<file path="src/rtl/if_stage_pkg.sv">
// Shared fetch-stage definitions: instruction width, reset PC, NOP and the base opcode map.
package if_stage_pkg;

   localparam int unsigned XLEN = 32;
   localparam int unsigned ILEN = 32;

   localparam logic [XLEN-1:0] RESET_PC_DEFAULT = 32'h0000_0000;
   localparam logic [ILEN-1:0] NOP_INST         = 32'h0000_0013;  // addi x0, x0, 0

   localparam logic [6:0] OPC_LOAD   = 7'b000_0011;
   localparam logic [6:0] OPC_OP_IMM = 7'b001_0011;
   localparam logic [6:0] OPC_AUIPC  = 7'b001_0111;
   localparam logic [6:0] OPC_STORE  = 7'b010_0011;
   localparam logic [6:0] OPC_OP     = 7'b011_0011;
   localparam logic [6:0] OPC_LUI    = 7'b011_0111;
   localparam logic [6:0] OPC_BRANCH = 7'b110_0011;
   localparam logic [6:0] OPC_JALR   = 7'b110_0111;
   localparam logic [6:0] OPC_JAL    = 7'b110_1111;
   localparam logic [6:0] OPC_SYSTEM = 7'b111_0011;

   function automatic logic word_aligned(input logic [XLEN-1:0] addr);
      return addr[1:0] == 2'b00;
   endfunction

endpackage

</file>
<file path="src/rtl/if_id_reg.sv">
// IF/ID pipeline register. Bubble wins over load; with neither asserted the contents hold.
module if_id_reg
   import if_stage_pkg::*;
(
   input  logic            clk_i,
   input  logic            rst_i,
   input  logic            load_i,
   input  logic            bubble_i,
   input  logic [ILEN-1:0] inst_i,
   input  logic [XLEN-1:0] pc_i,
   input  logic [XLEN-1:0] pc_plus4_i,
   output logic [ILEN-1:0] inst_o,
   output logic [XLEN-1:0] pc_o,
   output logic [XLEN-1:0] pc_plus4_o,
   output logic            valid_o
);

   logic [ILEN-1:0] inst_q, inst_d;
   logic [XLEN-1:0] pc_q, pc_d;
   logic [XLEN-1:0] pc_plus4_q, pc_plus4_d;
   logic            valid_q, valid_d;

   always_comb begin
      inst_d     = inst_q;
      pc_d       = pc_q;
      pc_plus4_d = pc_plus4_q;
      valid_d    = valid_q;
      if (bubble_i) begin
         // Bubbles keep the last PC so downstream PC-relative views stay stable.
         inst_d  = NOP_INST;
         valid_d = 1'b0;
      end else if (load_i) begin
         inst_d     = inst_i;
         pc_d       = pc_i;
         pc_plus4_d = pc_plus4_i;
         valid_d    = 1'b1;
      end
   end

   always_ff @(posedge clk_i) begin
      if (rst_i) begin
         inst_q     <= NOP_INST;
         pc_q       <= '0;
         pc_plus4_q <= '0;
         valid_q    <= 1'b0;
      end else begin
         inst_q     <= inst_d;
         pc_q       <= pc_d;
         pc_plus4_q <= pc_plus4_d;
         valid_q    <= valid_d;
      end
   end

   assign inst_o     = inst_q;
   assign pc_o       = pc_q;
   assign pc_plus4_o = pc_plus4_q;
   assign valid_o    = valid_q;

endmodule

</file>
<file path="src/rtl/if_stage.sv">
// Instruction fetch stage: PC register, redirect/stall/flush arbitration and IF/ID register.
// Optional IF_MISALIGN_TRAP_EN: trap and hold fetch on misaligned redirect targets.
module if_stage
   import if_stage_pkg::*;
#(
   parameter logic [XLEN-1:0] RESET_PC = RESET_PC_DEFAULT
) (
   input  logic            clk_i,
   input  logic            rst_i,
   input  logic            stall_i,
   input  logic            flush_i,
   input  logic            redirect_valid_i,
   input  logic [XLEN-1:0] redirect_pc_i,
   output logic [XLEN-1:0] imem_addr_o,
   output logic            imem_req_o,
   input  logic            imem_ready_i,
   input  logic [ILEN-1:0] imem_rdata_i,
   output logic [ILEN-1:0] id_inst_o,
   output logic [XLEN-1:0] id_pc_o,
   output logic [XLEN-1:0] id_pc_plus4_o,
   output logic            id_valid_o,
   output logic            fetch_misalign_o
);

   logic [XLEN-1:0] pc_q, pc_d;
   logic [XLEN-1:0] pc_plus4;
   logic            misalign_q;
   logic            accept;
   logic            ifid_load;
   logic            ifid_bubble;

`ifdef IF_MISALIGN_TRAP_EN
   logic misalign_d;

   always_comb begin
      misalign_d = misalign_q;
      if (redirect_valid_i) begin
         misalign_d = !word_aligned(redirect_pc_i);
      end
   end

   always_ff @(posedge clk_i) begin
      if (rst_i) begin
         misalign_q <= 1'b0;
      end else begin
         misalign_q <= misalign_d;
      end
   end
`else
   logic unused_redirect_lsb;
   assign unused_redirect_lsb = ^redirect_pc_i[1:0];
   assign misalign_q          = 1'b0;
`endif

   assign pc_plus4    = pc_q + 32'd4;
   assign imem_addr_o = pc_q;
   assign imem_req_o  = !rst_i && !misalign_q;
   assign accept      = imem_req_o && imem_ready_i && !stall_i;

   always_comb begin
      pc_d = pc_q;
      if (redirect_valid_i) begin
`ifdef IF_MISALIGN_TRAP_EN
         pc_d = redirect_pc_i;
`else
         pc_d = {redirect_pc_i[XLEN-1:2], 2'b00};
`endif
      end else if (accept) begin
         pc_d = pc_plus4;
      end
   end

   always_ff @(posedge clk_i) begin
      if (rst_i) begin
         pc_q <= RESET_PC;
      end else begin
         pc_q <= pc_d;
      end
   end

   // Returned words are dropped in redirect/flush cycles; an unstalled cycle with no accept
   // (memory wait or misalign hold) inserts a bubble.
   assign ifid_bubble = redirect_valid_i || flush_i || misalign_q || (!stall_i && !accept);
   assign ifid_load   = accept && !redirect_valid_i && !flush_i;

   if_id_reg u_if_id_reg (
      .clk_i      (clk_i),
      .rst_i      (rst_i),
      .load_i     (ifid_load),
      .bubble_i   (ifid_bubble),
      .inst_i     (imem_rdata_i),
      .pc_i       (pc_q),
      .pc_plus4_i (pc_plus4),
      .inst_o     (id_inst_o),
      .pc_o       (id_pc_o),
      .pc_plus4_o (id_pc_plus4_o),
      .valid_o    (id_valid_o)
   );

   assign fetch_misalign_o = misalign_q;

endmodule

</file>
<file path="config.mk">
export PLATFORM = sky130hd
export DESIGN_NAME = if_stage
export DESIGN_NICKNAME = d
export VERILOG_FILES = /design/src/rtl/if_stage_pkg.sv /design/src/rtl/if_id_reg.sv /design/src/rtl/if_stage.sv
export SDC_FILE = /design/constraint.sdc
export NUM_CORES = 1
export LEC_CHECK = 0
export CAP_MARGIN = 0
export CORE_MARGIN = 2
export CORE_UTILIZATION = 50
export CTS_BUF_LIST = sky130_fd_sc_hd__clkbuf_4 sky130_fd_sc_hd__clkbuf_8
export CTS_CLUSTER_DIAMETER = 80
export DETAILED_ROUTE_END_ITERATION = 10
export GPL_ROUTABILITY_DRIVEN = 0
export PLACE_DENSITY = 0.87
export SYNTH_ARGS = -nofsm -noshare
export SYNTH_HDL_FRONTEND = slang
export SYNTH_SLANG_ARGS = --single-unit
</file>
<file path="constraint.sdc">
create_clock -name clk_i -period 5.3 [get_ports clk_i]
set_input_delay 1.59 -clock clk_i [delete_from_list [all_inputs] [get_ports clk_i]]
set_output_delay 1.59 -clock clk_i [all_outputs]
set_load 0.005 [all_outputs]
</file>
==> flow_summary.toml, run 1 <==
[floorplan]
die_h_um = 109
start_util_pct = 51.0
ios = 201
die_w_um = 109
rows = 38
core-area_sq_um = 10800
die_area_sq_um = 11900

[timing]
max_slew_margin_pct = 27.3
slew_violations = 0
final.min_clock_period_ns = 4.07
hold_violations = 0
rsz0062_at_grt = "false"
fin_worst_skew_ns = 0.00875
tns_ns = 0
setup_viol = 0
worstMarginPinSlew_ns = 1.09
period_share_pct = 76.8
timing.fmax_mhz = 246

[worst_setup_path]
required_ns = 3.71
crit_path_start_kind = "input port"
arrival_ns = 2.48
crit_chain = "buf_2 > inv_1 > clkdlybuf4s50_1"
cp_slowest_cell = "clkdlybuf4s50_1"
max_stage_delay_ns = 0.46
r2r.worst_path.cells = 5
path_buf_inv = 3
critPathKind = "in2out"
cpLargestDelayFamily = "buffers and inverters"
crit_cells = 3
worst_setup_path_end_kind = "primary output"
timing.reg2reg.setup_slack_ns = 2.31
cp_max_fo = 17

[synth]
ys_warn_count = 0
ys_async_sr_fraction_pct = 0
synthCells = 698
synth.cell_area_sq_um = 5500
synthTopCellsByArea = "dfxtp_1 (45%), nand2_1 (9.8%), a21oi_1 (6.0%), clkbuf_1 (4.1%), a211oi_1 (3.0%)"
synthDistinctLibCells = 41
ys_seq_elements = 123
avgSynthCellArea_sq_um = 7.88
synth_top_cell_by_area = "dfxtp_1"
synth-edff-count = 0
synth_top_cell_area_share_pct = 44.8
ys.flop_type = "dfxtp_1"
ys_seq_area_share_pct = 44.8

[power]
fin_total_pwr_uw = 2150
combPwrFrac_pct = 9.2
ir_drop_mv = 0.163
seq_power_share_pct = 46.5
p_leak_uw = 0.00252
power_switching_uw = 502
p_int_uw = 1640
p_clk_share_pct = 44.3
power_density_nw_per_um2 = 274
netSwitchingFraction_pct = 23.4

[global_routing]
grt_max_degree = 83
grt_usage_pct = 30.2
grt_pass1_wl_um = 27800
grt_overflow = 0
grt_pass1_vias = 5478
antenna_found_initial = 0

[cts]
numCtsBuffers = 17
cts-resized-gates = 0
cts_setup_buffers = 0
cts_hold_buf = 0
clock_path_buffers = 2
cts_tree = "done"
clock_latency_ns = 0.44
root_buffer = "clkbuf_8"
clkSinkCount = 123
cts-htree-levels = 4
cts.clk_slew.worst_paths_ns = 0.07

[worst_hold_path]
hold_class = "reg2reg"
whs_path_depth = 2

[routing]
wl_per_cell_um = 18.1
drt-total-wl_um = 18100
drc_errors = 0
drtPass1Iterations = 6
ant_nets = 0
vias = 5966
drt_iter0_drc = 632
avgViaCountPerCell = 5.95

[placement]
portBuffers = 191
dpl.hpwl_um = 12300

[final_layout]
drive_above_1_share_pct = 5.45
area_growth_pct = 42.2
nets = 920
antenna_cells = 0

[run_status]
outcome = "complete, no violations"

[job]
drv_cap = 0
==> power groups by stage <==
stage / Sequential [uW] / Clock [uW] / Combinational (uW)
detailed placement: 1020 / 0 / 193
floorplan: 988 / 0 / 98.5
finish: 998 / 951 / 197
global placement: 1010 / 0 / 189
CTS: 995 / 960 / 196
global route: 1000 / 1010 / 211
==> worst paths after layout <==
check                         start                      to
max                           rst_i              imem_req_o
min          u_if_id_reg.inst_o[10]  u_if_id_reg.inst_o[10]
max reg2reg          imem_addr_o[2]         imem_addr_o[24]
min reg2reg  u_if_id_reg.inst_o[10]  u_if_id_reg.inst_o[10]
==> per-stage QoR <==
stage,setup slack (ns),hold WS [ns],utilization [%],std cells,instance area (sq um)
floorplan,1.42,0.453,-,704,5520
global placement,1.24,0.441,68.2,970,7360
detailed placement,1.15,0.447,68.2,970,7360
CTS,1.24,0.456,72.4,1002,7820
global route,1.19,0.478,72.4,1002,7820
finish,1.23,0.453,72.4,1002,7820
==> logic make-up after synthesis <==
group	share of synthesized area [%]
simple gates	26.8
flops	44.8
buf+inv	6.12
compound gates	18.2
other cells	0.0682
fa+ha+maj	0.227
xor+xnor	3.82
==> layout by cell type, fill, tap and decap left out, drive strengths merged, types with 8 or more instances in the layout <==
cell type	n
a211oi	22
buf	10
clkbuf	25
nand2	144
nand4	16
nand3	21
or4	19
dfxtp	123
or3	13
xnor2	18
and4	11
a21oi	66
o31ai	11
a31oi	8
clkdlybuf4s50	190
o21ai	31
nor4	10
a311oi	15
nor2	41
nor3	16
==> flip-flops by register name (all words and copies together) (netlist names) <==
register                cells
u_if_id_reg.pc_o           30
u_if_id_reg.pc_plus4_o     30
imem_addr_o                30
u_if_id_reg.valid_o         1
u_if_id_reg.inst_o         32
==> synth_stat cells, types with 2 or more instances <==
master	instances
nand2b_1	2
a32oi_1	3
o31ai_1	11
buf_4	7
a211oi_1	22
a311oi_1	15
a2111oi_0	2
xnor2_1	18
o21ai_0	31
and4_1	11
and3_1	6
buf_1	4
nand4_1	16
a21oi_1	66
buf_2	2
clkbuf_1	60
a31oi_1	8
dfxtp_1	123
or3_1	13
o221ai_1	2
xor2_1	6
nor4_1	10
or4_1	19
inv_1	5
nand3_1	21
nand3b_1	2
nand2_1	144
nor2_1	41
nor3_1	16
==> tightest hold or removal path, cell delays in order, from the launching register on <==
cell,delay [ns]
dfxtp_1,0.31
nand2_1,0.05
a21oi_1,0.05
==> area by class of cell <==
| cell class | count | area (sq um) |
|---|---|---|
| fillers | 824 | 2970 |
| multi-input cells | 501 | 2730 |
| flip-flops and latches | 123 | 2460 |
| repair buffers | 200 | 1970 |
| clock buffers | 25 | 319 |
| well taps | 140 | 175 |
| clock inverters | 7 | 135 |
| inverters | 6 | 22.5 |
==> metal layers <==
metal,up-vias,global-route usage [%],wire length [um]
li1,2775,-,-
met1,2746,37.7,6950
met2,381,47.6,8300
met3,64,9.80,2220
met4,0,13.1,639
met5,-,0,0
(Power assumes the default switching activity.)
==> run 2: changes to the inputs <==
CORE_UTILIZATION = 42   (was 50)
PLACE_DENSITY = 0.78   (was 0.87)
clock period = 3.4 ns   (was 5.3 ns; I/O delays follow)
==> run 2 against run 1 <==
Power grew 60%. Critical path depth grew 2. Via count shrank 1.9%. Hold slack is essentially flat. Setup slack lost 0.82 ns. Sequential cell count is the same. Combinational power grew 65%. First-iteration DRC count shrank 30%. Cell count grew 5.0%. Sequential power grew 54%. Die area grew 18%. Global-route usage shrank 5.3 points.
==> flow_summary.toml, run 2 (synthesis gave the netlist of run 1 again) <==
[run_status]
outcome = "complete, no violations"

[global_routing]
grt_pass1_wl_um = 27700
antenna_found_initial = 0
grt_pass1_vias = 5318
grt_max_degree = 72
grt_overflow = 0
grt_usage_pct = 24.9

[final_layout]
fin_area_sq_um = 8080
drive_above_1_share_pct = 7.39
largest_reg_flops = 32
final_cells = 1052
layout_commonest_cell = "clkdlybuf4s50_1"
nets = 938
finish.utilization_pct = 63.5
area_growth_pct = 46.9
antenna_cells = 0
most-common-layout-cells = "clkdlybuf4s50_1 (190), nand2_1 (143), dfxtp_1 (123)"

[power]
combPwrFrac_pct = 9.5
netSwitchingFraction_pct = 23.3
power_switching_uw = 798
seq_power_share_pct = 45.0
p_int_uw = 2630
ir_drop_mv = 0.299
power_density_nw_per_um2 = 425
p_clk_share_pct = 45.5
p_leak_uw = 0.00263
fin_total_pwr_uw = 3430

[timing]
timing.fmax_mhz = 334
final.min_clock_period_ns = 2.99
max_slew_margin_pct = 58.1
setup_viol = 0
setup_ws_ns = 0.407
hold_violations = 0
worstMarginPinSlew_ns = 0.623
rsz0062_at_grt = "false"
fin_worst_skew_ns = 0.00815
slew_violations = 0
period_share_pct = 88.0

[floorplan]
rows = 41
core-area_sq_um = 12700
die_area_sq_um = 14000
die_h_um = 118
ios = 201
start_util_pct = 43.2
die_w_um = 118

[cts]
cts_tree = "done"
cts-resized-gates = 0
cts_setup_buffers = 0
root_buffer = "clkbuf_8"
numCtsBuffers = 17
cts_hold_buf = 0
cts.clk_slew.worst_paths_ns = 0.07
clkSinkCount = 123
clock_path_buffers = 2
clock_latency_ns = 0.45
cts-htree-levels = 4

[placement]
portBuffers = 191
post_dp_cell_area_sq_um = 7600
dp_slack_ns = -0.0416
dpl.hpwl_um = 12200
dp_cells = 1020

[worst_setup_path]
required_ns = 3.76
crit_path_start_kind = "input port"
critPathKind = "in2reg"
worst_setup_path_end_kind = "register"
arrival_ns = 3.35
cp_max_fo = 6

[routing]
drt_iter0_drc = 444
wl_per_cell_um = 16.9
drtPass1Iterations = 5
avgViaCountPerCell = 5.56
ant_nets = 0
vias = 5853
drc_errors = 0
drt-total-wl_um = 17800

[worst_hold_path]
hold_class = "reg2reg"

[job]
drv_cap = 0
[run 2: power by group through the flow]
stage	clock, uW	sequential [uW]	combinational, uW
final	1560	1540	325
after global routing	1650	1550	351
after CTS	1590	1540	326
after detailed placement	0	1570	323
after global placement	0	1570	320
after floorplan	0	1540	154
[run 2: area by class of cell]
cell class,instances,area [sq um]
clock buffers,19,255
inverters,6,22.5
fillers,1115,4640
clock inverters,13,221
repair buffers,218,2170
flip-flops and latches,123,2460
well taps,172,215
multi-input cells,501,2730
[run 2: worst paths after layout]
path	slack [ns]	from	depth (start not counted)	to
worst max-delay path	0.41	imem_ready_i	5	imem_addr_o[24]
worst min-delay path	0.45	u_if_id_reg.inst_o[6]	2	u_if_id_reg.inst_o[6]
worst max register to register	0.97	imem_addr_o[6]	5	imem_addr_o[24]
worst min register to register	0.45	u_if_id_reg.inst_o[6]	2	u_if_id_reg.inst_o[6]
[run 2: per-layer routing]
| metal | up-vias | global-route usage [%] | wire [um] |
|---|---|---|---|
| li1 | 2813 | - | - |
| met5 | - | 0 | 0 |
| met3 | 29 | 9.46 | 1820 |
| met2 | 272 | 38.7 | 8120 |
| met4 | 0 | 8.11 | 389 |
| met1 | 2739 | 31.7 | 7430 |
[run 2: critical path: stages]
cell and delay, ns:
clkdlybuf4s50_1 0.51, or3b_4 0.39, or4_1 0.65, or4_1 0.52
a311oi_1 0.26
[run 2: metrics by stage]
step	hold WS, ns	TNS [ns]
3_3_place_gp	0.441	0
6_report	0.453	0
5_1_grt	0.470	0
4_1_cts	0.456	0
3_5_place_dp	0.445	-0.0416
2_1_floorplan	0.453	0
